## src/rtl/mem_port_arbiter.sv

```systemverilog
// rtl/mem_port_arbiter.sv - two-requester (fetch/data) single-port memory arbiter with fixed 4-cycle access
// Tie resolution is fixed data priority; define MEM_PORT_ARB_RR_EN for round-robin ties.
module mem_port_arbiter (
    input  logic        clock,
    input  logic        reset,
    input  logic        f_req,
    input  logic [31:0] f_addr,
    input  logic        d_req,
    input  logic        d_we,
    input  logic [31:0] d_addr,
    input  logic [31:0] d_wdata,
    output logic        f_gnt,
    output logic        d_gnt,
    output logic        f_done,
    output logic        d_done,
    output logic [31:0] rdata,
    output logic [31:0] mem_addr,
    output logic [31:0] mem_wdata,
    output logic        mem_wr,
    input  logic [31:0] mem_rdata,
    output logic [2:0]  state_out
);

    localparam logic [2:0] IDLE   = 3'd0;
    localparam logic [2:0] ACCESS = 3'd1;
    localparam logic [2:0] WAIT1  = 3'd2;
    localparam logic [2:0] WAIT2  = 3'd3;
    localparam logic [2:0] RESP   = 3'd4;

    logic [2:0]  state;
    logic [2:0]  state_next;
    logic        owner;          // 1 = data, 0 = fetch; doubles as last-owner for round-robin
    logic        we_q;
    logic [31:0] addr_q;
    logic [31:0] wdata_q;
    logic [31:0] rdata_q;
    logic        grant_data;
    logic        start;

    assign start = (state == IDLE) && (f_req || d_req);

    always_comb begin
        grant_data = d_req;
`ifdef MEM_PORT_ARB_RR_EN
        if (f_req && d_req) begin
            grant_data = ~owner;
        end
`endif
    end

    always_comb begin
        state_next = state;
        case (state)
            IDLE:    state_next = start ? ACCESS : IDLE;
            ACCESS:  state_next = WAIT1;
            WAIT1:   state_next = WAIT2;
            WAIT2:   state_next = RESP;
            RESP:    state_next = IDLE;
            default: state_next = IDLE;
        endcase
    end

    always_ff @(posedge clock or posedge reset) begin
        if (reset) begin
            state   <= IDLE;
            owner   <= 1'b0;
            we_q    <= 1'b0;
            addr_q  <= 32'd0;
            wdata_q <= 32'd0;
            rdata_q <= 32'd0;
        end else begin
            state <= state_next;
            if (start) begin
                owner   <= grant_data;
                addr_q  <= grant_data ? d_addr : f_addr;
                we_q    <= grant_data & d_we;
                wdata_q <= grant_data ? d_wdata : 32'd0;
            end
            // Writes leave the previous read value visible.
            if (state == WAIT2 && !we_q) begin
                rdata_q <= mem_rdata;
            end
        end
    end

    assign f_gnt     = (state != IDLE) && !owner;
    assign d_gnt     = (state != IDLE) && owner;
    assign f_done    = (state == RESP) && !owner;
    assign d_done    = (state == RESP) && owner;
    assign mem_wr    = (state == ACCESS) && we_q;
    assign mem_addr  = addr_q;
    assign mem_wdata = wdata_q;
    assign rdata     = rdata_q;
    assign state_out = state;

endmodule

```

## config.mk

```make
export PLATFORM = sky130hd
export DESIGN_NAME = mem_port_arbiter
export DESIGN_NICKNAME = d
export VERILOG_FILES = /design/src/rtl/mem_port_arbiter.sv
export SDC_FILE = /design/constraint.sdc
export NUM_CORES = 1
export LEC_CHECK = 0
export CAP_MARGIN = 10
export CORE_MARGIN = 4
export CORE_UTILIZATION = 45
export CTS_CLUSTER_DIAMETER = 60
export CTS_CLUSTER_SIZE = 14
export DETAILED_ROUTE_END_ITERATION = 8
export DONT_BUFFER_PORTS = 1
export PLACE_DENSITY = 0.68
export SLEW_MARGIN = 40
export SYNTH_ARGS = -nofsm -noshare
export SYNTH_HDL_FRONTEND = slang
export SYNTH_SLANG_ARGS = --single-unit
```

## constraint.sdc

```tcl
create_clock -name clock -period 11.3 [get_ports clock]
set_input_delay 3.39 -clock clock [delete_from_list [all_inputs] [get_ports clock]]
set_output_delay 3.39 -clock clock [all_outputs]
set_load 0.005 [all_outputs]
```

Yosys cells after proc, flatten, opt, wreduce, memory -nomap -nowiden --
Cells that the tools add are included.
Word-level totals: register bits 101, input port bits 133, output and inout port bits 104, word-level logic and storage cells 27
Operators by class: equality and inequality tests 4, mux-type cells 4, bitwise operators 1, reductions and logical operators 12
Operators with widths (count):
- $mux W32 | 2
- $pmux W3 S4 | 1
- $logic_and A1 B1 Y1 | 7
- $eq A3 B2 Y1 const B | 2
- $eq A3 B1 Y1 const B | 1
- $eq A3 B3 Y1 const B | 1
- $logic_not A3 Y1 | 1
- $reduce_bool A3 Y1 | 1
- $logic_not A1 Y1 | 2
- $and A1 B1 Y1 | 1
- $logic_or A1 B1 Y1 | 1
- $mux W1 | 1

Logic depth before layout (Yosys ltp) --
Gate-level depths: netlist of run 1.
depth in word-level cells 4, depth in mapped cells 5, gate-level depth less buffers 3

Least setup slack after synthesis of run 1 --
No wires, ideal clock.
path kind in2reg, start input d_req, end register addr_q[0] (netlist: mem_addr[0]), setup time 125 ps, arrival 4399 ps, required time 11175 ps, slack 6776 ps, stages 4, path buffers 2, path through clkbuf_1 > buf_2 > mux2_2 > mux2_2
On the way: cells in the longest elaborated chain, start to end 2, elaborated cells between the ends (all ways) 3, those cells by class 1 x mux; 2 x reduce/logical
Ends and longest elaborated chain:
- from (decl) | RTL line 8 | input logic d_req,
- $logic_or A1 B1 Y1 | RTL line 40 | assign start = (state == IDLE) && (f_req || d_req);
- $logic_and A1 B1 Y1 | RTL line 40
- to (signal assigned) | RTL line 75 | addr_q <= grant_data ? d_addr : f_addr;
- to (decl) | RTL line 34 | logic [31:0] addr_q;
Several ways; a longest one is shown, not always the timed one. A chain may end at the register's enable or synchronous reset.

Final worst setup path of run 1 --
start register state[2] (netlist: state_out[2]), end output d_gnt
On the way: cells in the longest elaborated chain, start to end 2
Ends and longest elaborated chain:
- from (decl) | RTL line 30 | logic [2:0] state;
- from (signal assigned) | RTL line 72 | state <= state_next;
- $reduce_bool A3 Y1 | RTL line 87 | assign d_gnt = (state != IDLE) && owner;
- $logic_and A1 B1 Y1 | RTL line 87
- to (decl) | RTL line 13 | output logic d_gnt,
No other way between the ends.

==> results.cfg, run 1 <==
[floorplanning]
start_util = 0.462
core_area_um2 = 9280
die_area_um2 = 11200
rows = 35
die_y_um = 106
die_w_um = 106
ioPinCount = 237

[cts]
cts_setup_buffers = 0
htree_num_levels = 3
cts_tree = done
numCtsBuffers = 9
cts_buffer_depth = 2
cts_hold_buf = 0
cts_sinks = 101
cts_resized = 0
insertion_delay_ns = 0.36
clkSlewWorstSetupHoldPaths_ns = 0.10
cts-root-buf = clkbuf_8

[timing]
fin_crit_sh = 0.429
finalSetupViolations = 0
grt_setup_unrepaired = false
fin_tns_setup_ns = 0
worst_pin_slew_ns = 0.589
min_period_ns = 4.85
maxSlewHeadroom = 0.606
clock_skew_ns = 0.0127
timing.fmax_mhz = 206
final-hold-violation-count = 0
drv_slew = 0
hold_slack_ns = 0.547

[routing]
drc_errors = 0
vias = 2245
routed_wl_mm = 9.63
firstDrtPassIters = 4
wl_per_cell_um = 24.3
antenna_left = 0
via_per_inst = 5.67
drtIter0Drc = 100

[yosys]
syn_inst = 266
netlist_area_um2 = 4290
ys_seq_elements = 101
synth_seq_area_share = 0.589
ys_types = 25
avgSynthCellArea_um2 = 16.1
synthesis.nets = 399
yosys_warnings = 0

[run]
maxCapViolations = 0

[power]
powerDensity_nw_per_um2 = 290
vdd_drop_max_uv = 154
p_leak_nw = 1.98

[grt]
grt.total_usage = 0.170
grt_overflow = 0
grt_max_degree = 59
grt_first_pass_wirelength_mm = 14.7
grt_pass1_vias = 2487
grt_antenna_before_repair = 0

[worst_setup_path]
cp-end-kind = output pin
worstPathRequired_ns = 7.91
critPathKind = reg -> out
worstPathArrival_ns = 1.46
cp-start-kind = flip-flop
path_max_fanout = 8

[final_layout]
nets = 395
drive_gt1_frac = 0.449
final_common_cell = dfrtp_1
areaGrowthSynthToFinish_pct = 5.01
mostFrequentLayoutCells = dfrtp_1, mux2_2, a22o_1, mux2_4, clkbuf_8
antenna_cells = 0

[outcome]
outcome = finished clean

[worst_hold_path]
hold_class = reg -> reg

[placed_design]
io_buffers = 0
place_congestion = 0.709
dp_hpwl_mm = 7.08
worst paths after layout:
kind / startpoint / to / slack, ns / cells after the start
worst max-delay path: state_out[2] / d_gnt / 6.45 / 2
worst min-delay path: mem_addr[9] / mem_addr[9] / 0.55 / 1
worst max register to register: state_out[2] / mem_addr[3] / 9.19 / 4
worst min register to register: mem_addr[9] / mem_addr[9] / 0.55 / 1
max in group asynchronous: reset / rdata[19] / 7.45 / 2
min in group asynchronous: reset / mem_wdata[13] / 2.94 / 1
flip-flops by register name, summed over array words and instances, names as in the netlist:
signal / cells
mem_addr: 32
we_q: 1
state_out: 3
rdata: 32
owner: 1
mem_wdata: 32
critical path: stages, from the launching register on:
cell,delay [ns]
dfrtp_1,0.49
nor3_2,0.48
nor2b_1,0.13
cell families (layout without fill, tap and decap cells):
kind of cell,Yosys count,count (layout),share of synthesized area
flip-flops,101,101,0.589
multiplexers,96,96,0.278
AO/OA/AOI/OAI,36,36,0.0714
buffers and inverters,20,21,0.0396
AND/OR/NAND/NOR,12,12,0.0201
XOR/XNOR,1,1,0.00204
through the flow:
step | total power (W) | instances | worst slack [ns] | cell area, µm² | util
global route | 0.00139 | 396 | 6.37 | 4510 | 0.486
global placement | 0.00110 | 380 | 6.29 | 4330 | 0.467
CTS | 0.00133 | 396 | 6.41 | 4500 | 0.485
detailed placement | 0.00111 | 380 | 6.30 | 4330 | 0.467
finish | 0.00131 | 396 | 6.45 | 4510 | 0.486
floorplan | 0.00104 | 266 | 5.26 | 4290 | -
layer usage:
layer / part of all wire / routed length [µm] / track usage / vias up
met5: 0 / 0 / 0 / -
met4: 0.019 / 182 / 0.0611 / 0
met3: 0.13 / 1250 / 0.0863 / 11
met2: 0.49 / 4690 / 0.269 / 160
met1: 0.36 / 3510 / 0.198 / 1115
li1: - / - / - / 959
where the power goes:
group          switching, W  internal (W)  total, W  leakage, nW
combinational      0.000147      0.000251  0.000398        0.665
sequential         0.000163      0.000539  0.000701         1.22
clock              0.000126     0.0000814  0.000208       0.0902
final cells by class:
type / count / area (µm²)
fill: 827 / 4780
sequential: 101 / 2530
multi-input combinational: 145 / 1610
tap: 129 / 161
clock buffer: 9 / 124
clock inverter: 7 / 48.8
timing repair buffer: 4 / 33.8
inverter: 1 / 6.26
cell usage after synthesis:
cell | n | share of area
mux2_4 | 30 | 0.10
o21ai_0 | 1 | 0.0012
nor3_2 | 1 | 0.0023
buf_12 | 3 | 0.014
nor4bb_1 | 1 | 0.0023
nor4b_1 | 1 | 0.0020
and3b_1 | 1 | 0.0020
a22o_1 | 33 | 0.067
a21o_1 | 1 | 0.0017
nand2b_1 | 1 | 0.0015
nand2_1 | 1 | 0.00087
o21ai_1 | 1 | 0.0012
dfrtp_1 | 101 | 0.59
and2_1 | 1 | 0.0015
inv_1 | 1 | 0.00087
nor2b_4 | 1 | 0.0032
xnor2_1 | 1 | 0.0020
nor2b_1 | 1 | 0.0015
mux2_2 | 66 | 0.17
nor3_1 | 1 | 0.0012
nor2_1 | 2 | 0.0017
clkbuf_1 | 1 | 0.00087
buf_6 | 4 | 0.010
buf_2 | 10 | 0.012
buf_4 | 1 | 0.0017
No activity file was read; power rests on OpenSTA's default activity.
==> inputs of run 2 (changes only) <==
--- a/config.mk
+++ b/config.mk
@@ -12,7 +12,7 @@
 export CTS_CLUSTER_SIZE = 14
 export DETAILED_ROUTE_END_ITERATION = 8
 export DONT_BUFFER_PORTS = 1
-export PLACE_DENSITY = 0.68
+export PLACE_DENSITY = 0.7
 export SLEW_MARGIN = 40
 export SYNTH_ARGS = -nofsm -noshare
 export SYNTH_HDL_FRONTEND = slang
==> constraint.sdc (replaced) <==
create_clock -name clock -period 4.1 [get_ports clock]
set_input_delay 1.23 -clock clock [delete_from_list [all_inputs] [get_ports clock]]
set_output_delay 1.23 -clock clock [all_outputs]
set_load 0.005 [all_outputs]
==> results.cfg, run 2 (synthesis gave the netlist of run 1 again) <==
[cts]
numCtsBuffers = 9
cts_sinks = 101
cts_buffer_depth = 2
insertion_delay_ns = 0.35
cts_hold_buf = 0
clkSlewWorstSetupHoldPaths_ns = 0.10
cts_tree = done
cts_setup_buffers = 0
cts_resized = 0
htree_num_levels = 3
cts-root-buf = clkbuf_8

[routing]
routed_wl_mm = 9.64
wl_per_cell_um = 24.3
drtIter0Drc = 124
via_per_inst = 5.70
vias = 2263
drc_errors = 0
antenna_left = 0
firstDrtPassIters = 4

[final_layout]
areaGrowthSynthToFinish_pct = 6.35
final_common_cell = dfrtp_1
mostFrequentLayoutCells = dfrtp_1, mux2_2, a22o_1, mux2_4, clkbuf_8
seq_area_um2 = 2530
drive_gt1_frac = 0.449
n_fill_cell = 815
fin_area_um2 = 4570
multi_input_area_um2 = 1610
nets = 396

[worst_setup_path]
cp-start-kind = flip-flop
path_max_fanout = 8
critPathKind = reg -> out
cp-end-kind = output pin
critPathBufInv = 0
crit_family = simple AND/OR/NAND/NOR gates
worstPathRequired_ns = 2.87
worst_path_max_delay_cell = dfrtp_1
crit_chain = nor3_2 > nor2b_1
worstPathArrival_ns = 1.42
max_stage_delay_ns = 0.51

[floorplanning]
core_area_um2 = 9280
start_util = 0.462
die_y_um = 106
rows = 35
die_area_um2 = 11200
die_w_um = 106
ioPinCount = 237

[timing]
hold_slack_ns = 0.549
clock_skew_ns = 0.0137
grt_setup_unrepaired = false
finalSetupViolations = 0
fin_crit_sh = 0.645
min_period_ns = 2.65
worst_pin_slew_ns = 0.792
final-hold-violation-count = 0
drv_slew = 0
timing.fmax_mhz = 378
maxSlewHeadroom = 0.470
fin_tns_setup_ns = 0

[placed_design]
io_buffers = 0
postPlaceCellArea_um2 = 4380
dp_hpwl_mm = 7.03
place_congestion = 0.704

[power]
powerDensity_nw_per_um2 = 803
p_leak_nw = 1.99
finalPower_w = 0.00366
vdd_drop_max_uv = 323

[grt]
grt.total_usage = 0.171
grt_overflow = 0
grt_max_degree = 56
grt_pass1_vias = 2583
grt_antenna_before_repair = 1
grt_first_pass_wirelength_mm = 15.1

[run]
maxCapViolations = 0

[worst_hold_path]
hold_class = reg -> reg

[outcome]
outcome = finished clean
[run 2: cell count changes in the layout (fill, tap and decap cells not counted), sizes merged]
cell      previous run  this run
inv                  4         2
buf                  4         5
clkinvlp             1         2
diode                0         1
clkbuf               9        11
clkinv               3         1
[run 2: area by class of cell]
class / instances / area share
Antenna cell: 1 / 0.000548
Clock buffer: 11 / 0.0332
Clock inverter: 4 / 0.00713
Inverter: 1 / 0.00137
Multi-Input combinational cell: 145 / 0.352
Sequential cell: 101 / 0.554
Tap cell: 129 / 0.0354
Timing Repair Buffer: 5 / 0.0170
[run 2: final timing paths]
| kind | from | end | slack, ns | cells past startpoint |
|---|---|---|---|---|
| min in group asynchronous | reset | rdata[17] | 0.81 | 1 |
| min | mem_wdata[28] | mem_wdata[28] | 0.55 | 1 |
| max | state_out[1] | d_gnt | 1.45 | 2 |
| max reg2reg | state_out[1] | mem_wdata[9] | 1.90 | 4 |
| max in group asynchronous | reset | state_out[2] | 2.56 | 2 |
| min reg2reg | mem_wdata[28] | mem_wdata[28] | 0.55 | 1 |
[run 2: per-stage QoR]
step                      utilization  worst slack, ns  cells
after global placement          0.468             1.44    379
after CTS                       0.492             1.39    396
after floorplan                     -            0.223    266
final                           0.492             1.45    397
after global routing            0.492             1.30    397
after detailed placement        0.472             1.40    381
[run 2: report_power, final]
group | internal [W] | switching, W | leakage [nW]
clock network | 0.000255 | 0.000341 | 0.0880
registers | 0.00148 | 0.000441 | 1.22
logic | 0.000720 | 0.000423 | 0.683
total | 0.00246 | 0.00121 | 1.99
[run 2: layer usage]
layer | vias to the layer above | global-route usage | wire [µm]
met3 | 7 | 0.0912 | 1320
met5 | - | 0 | 0
li1 | 959 | - | -
met1 | 1125 | 0.201 | 3640
met4 | 0 | 0.0453 | 108
met2 | 172 | 0.276 | 4560
==> inputs of run 3 (changes only) <==
--- a/config.mk
+++ b/config.mk
@@ -12,7 +12,7 @@
 export CTS_CLUSTER_SIZE = 14
 export DETAILED_ROUTE_END_ITERATION = 8
 export DONT_BUFFER_PORTS = 1
-export PLACE_DENSITY = 0.7
+export PLACE_DENSITY = 0.68
 export SLEW_MARGIN = 40
 export SYNTH_ARGS = -nofsm -noshare
 export SYNTH_HDL_FRONTEND = slang
==> constraint.sdc (replaced) <==
create_clock -name clock -period 2.6 [get_ports clock]
set_input_delay 0.78 -clock clock [delete_from_list [all_inputs] [get_ports clock]]
set_output_delay 0.78 -clock clock [all_outputs]
set_load 0.005 [all_outputs]
==> results.cfg, run 3 (synthesis gave the netlist of run 1 again) <==
[grt]
grt_pass1_vias = 2511
grt_antenna_before_repair = 0
grt_overflow = 0
grt_first_pass_wirelength_mm = 14.8
grt_max_degree = 43
grt.total_usage = 0.173

[cts]
htree_num_levels = 3
numCtsBuffers = 9
cts_hold_buf = 0
insertion_delay_ns = 0.36
clkSlewWorstSetupHoldPaths_ns = 0.10
cts-root-buf = clkbuf_8
cts_buffer_depth = 2
cts_resized = 0
cts_tree = done
cts_setup_buffers = 0
cts_sinks = 101

[floorplanning]
ioPinCount = 237
core_area_um2 = 9280
rows = 35
start_util = 0.462
die_w_um = 106
die_area_um2 = 11200
die_y_um = 106

[run]
maxCapViolations = 0

[final_layout]
final_util = 0.494
final_common_cell = dfrtp_1
finalNonFillerCells = 398
mostFrequentLayoutCells = dfrtp_1, mux2_2, a22o_1, mux2_4, clkbuf_8
areaGrowthSynthToFinish_pct = 6.94
antenna_cells = 0
nets = 397
drive_gt1_frac = 0.454

[timing]
finalSetupViolations = 0
grt_setup_unrepaired = false
worst_pin_slew_ns = 0.727
fin_tns_setup_ns = 0
clock_skew_ns = 0.00544
fin_ws_ns = 0.429
maxSlewHeadroom = 0.514
final-hold-violation-count = 0
timing.fmax_mhz = 461
min_period_ns = 2.17
fin_crit_sh = 0.835
drv_slew = 0

[routing]
drtIter0Drc = 132
antenna_left = 0
route.met3.wl_mm = 1.25
vias = 2254
routed_wl_mm = 9.54
wl_met1_mm = 3.72
via_per_inst = 5.66
drc_errors = 0
route.met2.wl_mm = 4.39
wl_per_cell_um = 24.0
firstDrtPassIters = 4
top_layer = met4

[worst_setup_path]
rr_endpoint = mem_wdata[28]
worstPathRequired_ns = 1.82
worstPathArrival_ns = 1.39
cp-end-kind = output pin
r2r-start = state_out[2]
startpoint = state_out[2]
path_max_fanout = 8
critPathKind = reg -> out
r2r_setup_slack_ns = 0.75
cp-start-kind = flip-flop
reg2reg_depth = 4

[power]
vdd_drop_max_uv = 833
powerDensity_nw_per_um2 = 1260
finalPower_w = 0.00579
p_leak_nw = 2.00

[outcome]
outcome = finished clean

[placed_design]
place_congestion = 0.686
place_inst = 382
dp_slack_ns = 0.719
io_buffers = 0
dp_hpwl_mm = 6.98

[worst_hold_path]
hold_class = in -> async
## run 3: worst max-delay path by stage
stage	end	slack [ns]
global route	d_gnt	0.33
detailed placement	mem_addr[8]	0.72
floorplan	mem_addr[0]	0.62
finish	d_gnt	0.43
CTS	d_gnt	0.40
global placement	mem_addr[1]	0.73
## run 3: through the flow
step / cell area, µm² / hold slack [ns]
final: 4590 / 0.398
after CTS: 4590 / 0.387
after detailed placement: 4400 / 0.524
after floorplan: 4300 / 0.498
after global placement: 4400 / 0.523
after global routing: 4590 / 0.409
## run 3: cell type report
type / count / area [µm²]
clock buffer: 10 / 138
clock inverter: 6 / 55.1
fill: 834 / 4690
inverter: 1 / 7.51
multi-input combinational: 145 / 1610
sequential: 101 / 2530
tap: 129 / 161
timing repair buffer: 6 / 95.1
## run 3: report_power, final
group	switching (W)	internal, W
sequential	0.000693	0.00234
combinational	0.000659	0.00113
clock	0.000570	0.000393
total	0.00192	0.00386
## run 3: critical path: stages (launching register included)
cell and delay, ns:
dfrtp_1 0.49, nor3_2 0.42, nor2b_1 0.12
## run 3: routing by layer
metal | global-route usage | up-vias
li1 | - | 964
met1 | 0.213 | 1114
met2 | 0.258 | 163
met3 | 0.0912 | 13
met4 | 0.0638 | 0
met5 | 0 | -
==> edit: new RTL, flow settings as in run 2 <==
Build with the macro `MEM_PORT_ARB_RR_EN` defined.
--- a/src/rtl/mem_port_arbiter.sv
+++ b/src/rtl/mem_port_arbiter.sv
@@ -1,5 +1,7 @@
 // rtl/mem_port_arbiter.sv - two-requester (fetch/data) single-port memory arbiter with fixed 4-cycle access
 // Tie resolution is fixed data priority; define MEM_PORT_ARB_RR_EN for round-robin ties.
+`define MEM_PORT_ARB_RR_EN
+
 module mem_port_arbiter (
     input  logic        clock,
     input  logic        reset,
Behaviour: not the same (a bounded check fails within 10 cycles, from zero or initial values and one cycle with reset high).
==> edit against run 2 <==
Wire length up 7.6%; clock power up 3.4%; sequential cell count unchanged; setup slack worse by 170 ps; first-iteration DRC count up 17%; power up 3.4%; critical path depth up 1; maximum frequency down 6.2%; design area down 0.88%; area after synthesis down 0.47%; via count up 11%.
==> edit: results (changes against run 2) <==
status finished, final reports clean (unchanged); dpl hpwl 7590 um (was 7030 um); syn nets 411 (was 399); Synth Area in XOR/XNOR 0.205% (was 0.204%); Placement Cell Area 4330 um^2 (was 4380 um^2); gpl congestion 0.686 (was 0.704); share of cells above drive strength 1 33.8% (was 44.9%); DR iter-0 viols 145 (was 124); vias in the first global route 2681 (was 2583); Synth Area in Compound Gates 15.9% (was 7.14%); synthesized instance count 278 (was 266); largest net degree at the start of global routing 65 (was 56); DR vias 2501 (was 2263); all-layer global routing usage 18.1% (was 17.1%); register area share after synthesis 59.2% (was 58.9%); Leakage Power 1.87 nW (was 1.99 nW); Peak VDD IR 419 uV (was 323 uV); Total Routed Length 10400 um (was 9640 um); Post-synth top cells dfrtp_1 (101), a22o_1 (33), nand4b_1 (32), mux2_4 (30), o221a_2 (29) (was dfrtp_1 (101), mux2_2 (66), a22o_1 (33), mux2_4 (30), buf_2 (10)); antenna cells 0 (was 1); Yosys cell types 30 (was 25); initial antenna violation count 0 (was 1); Slew headroom 55.2% (was 47.0%); first-pass GRT wire length 15800 um (was 15100 um); clock skew 13.0 ps (was 13.7 ps); crit-path max FO 38 (was 8); drt wl/cell 25.9 um (was 24.3 um); WP data arrival 1590 ps (was 1420 ps)
[edit: final cells by class]
cell class / instances / area [um^2]
repair buffers: 6 / 72.6
well taps: 129 / 161
inverters: 1 / 8.76
clock buffers: 10 / 138
flip-flops and latches: 101 / 2530
clock inverters: 6 / 56.3
fillers: 804 / 4710
multi-input cells: 148 / 1560
[edit: logic make-up after synthesis]
logic type | after synthesis
and+or+nand+nor | 46
DFF | 101
muxes | 32
buffers and inverters | 29
xor gates and xnor gates | 1
AOI/OAI and AO/OA | 69
[edit: power by group]
part / switching, W / internal [W] / leakage, nW / total, W
clock: 0.000366 / 0.000250 / 0.0965 / 0.000616
combinational: 0.000518 / 0.000748 / 0.567 / 0.00127
sequential: 0.000450 / 0.00146 / 1.20 / 0.00191
total: 0.00133 / 0.00246 / 1.87 / 0.00379
[edit: layer usage]
metal | wire length [um] | vias to the layer above | global-route usage (%)
met4 | 132 | 0 | 6.37
met1 | 4110 | 1253 | 23.2
li1 | - | 1068 | -
met5 | 0 | - | 0
met3 | 1140 | 12 | 6.67
met2 | 4990 | 168 | 28.3
[edit: final timing paths]
kind	to	slack, ps	startpoint
max reg2reg	mem_addr[27]	1770	state_out[1]
min reg2reg	rdata[20]	550	rdata[20]
min in group asynchronous	mem_addr[23]	790	reset
max	d_gnt	1280	state_out[1]
max in group asynchronous	rdata[23]	2590	reset
min	rdata[20]	550	rdata[20]
[edit: per-stage QoR]
| step | setup slack [ps] | utilization [%] |
|---|---|---|
| floorplan | 223 | - |
| global placement | 1560 | 46.4 |
| detailed placement | 1670 | 46.9 |
| CTS | 1260 | 49.0 |
| global route | 1160 | 49.0 |
| finish | 1280 | 49.0 |
[edit: worst max-delay path, delay by kind of cell (launching register included)]
family / cells / cell delay (ps)
DFF: 1 / 520
buffers and inverters: 1 / 360
and+or+nand+nor: 2 / 340
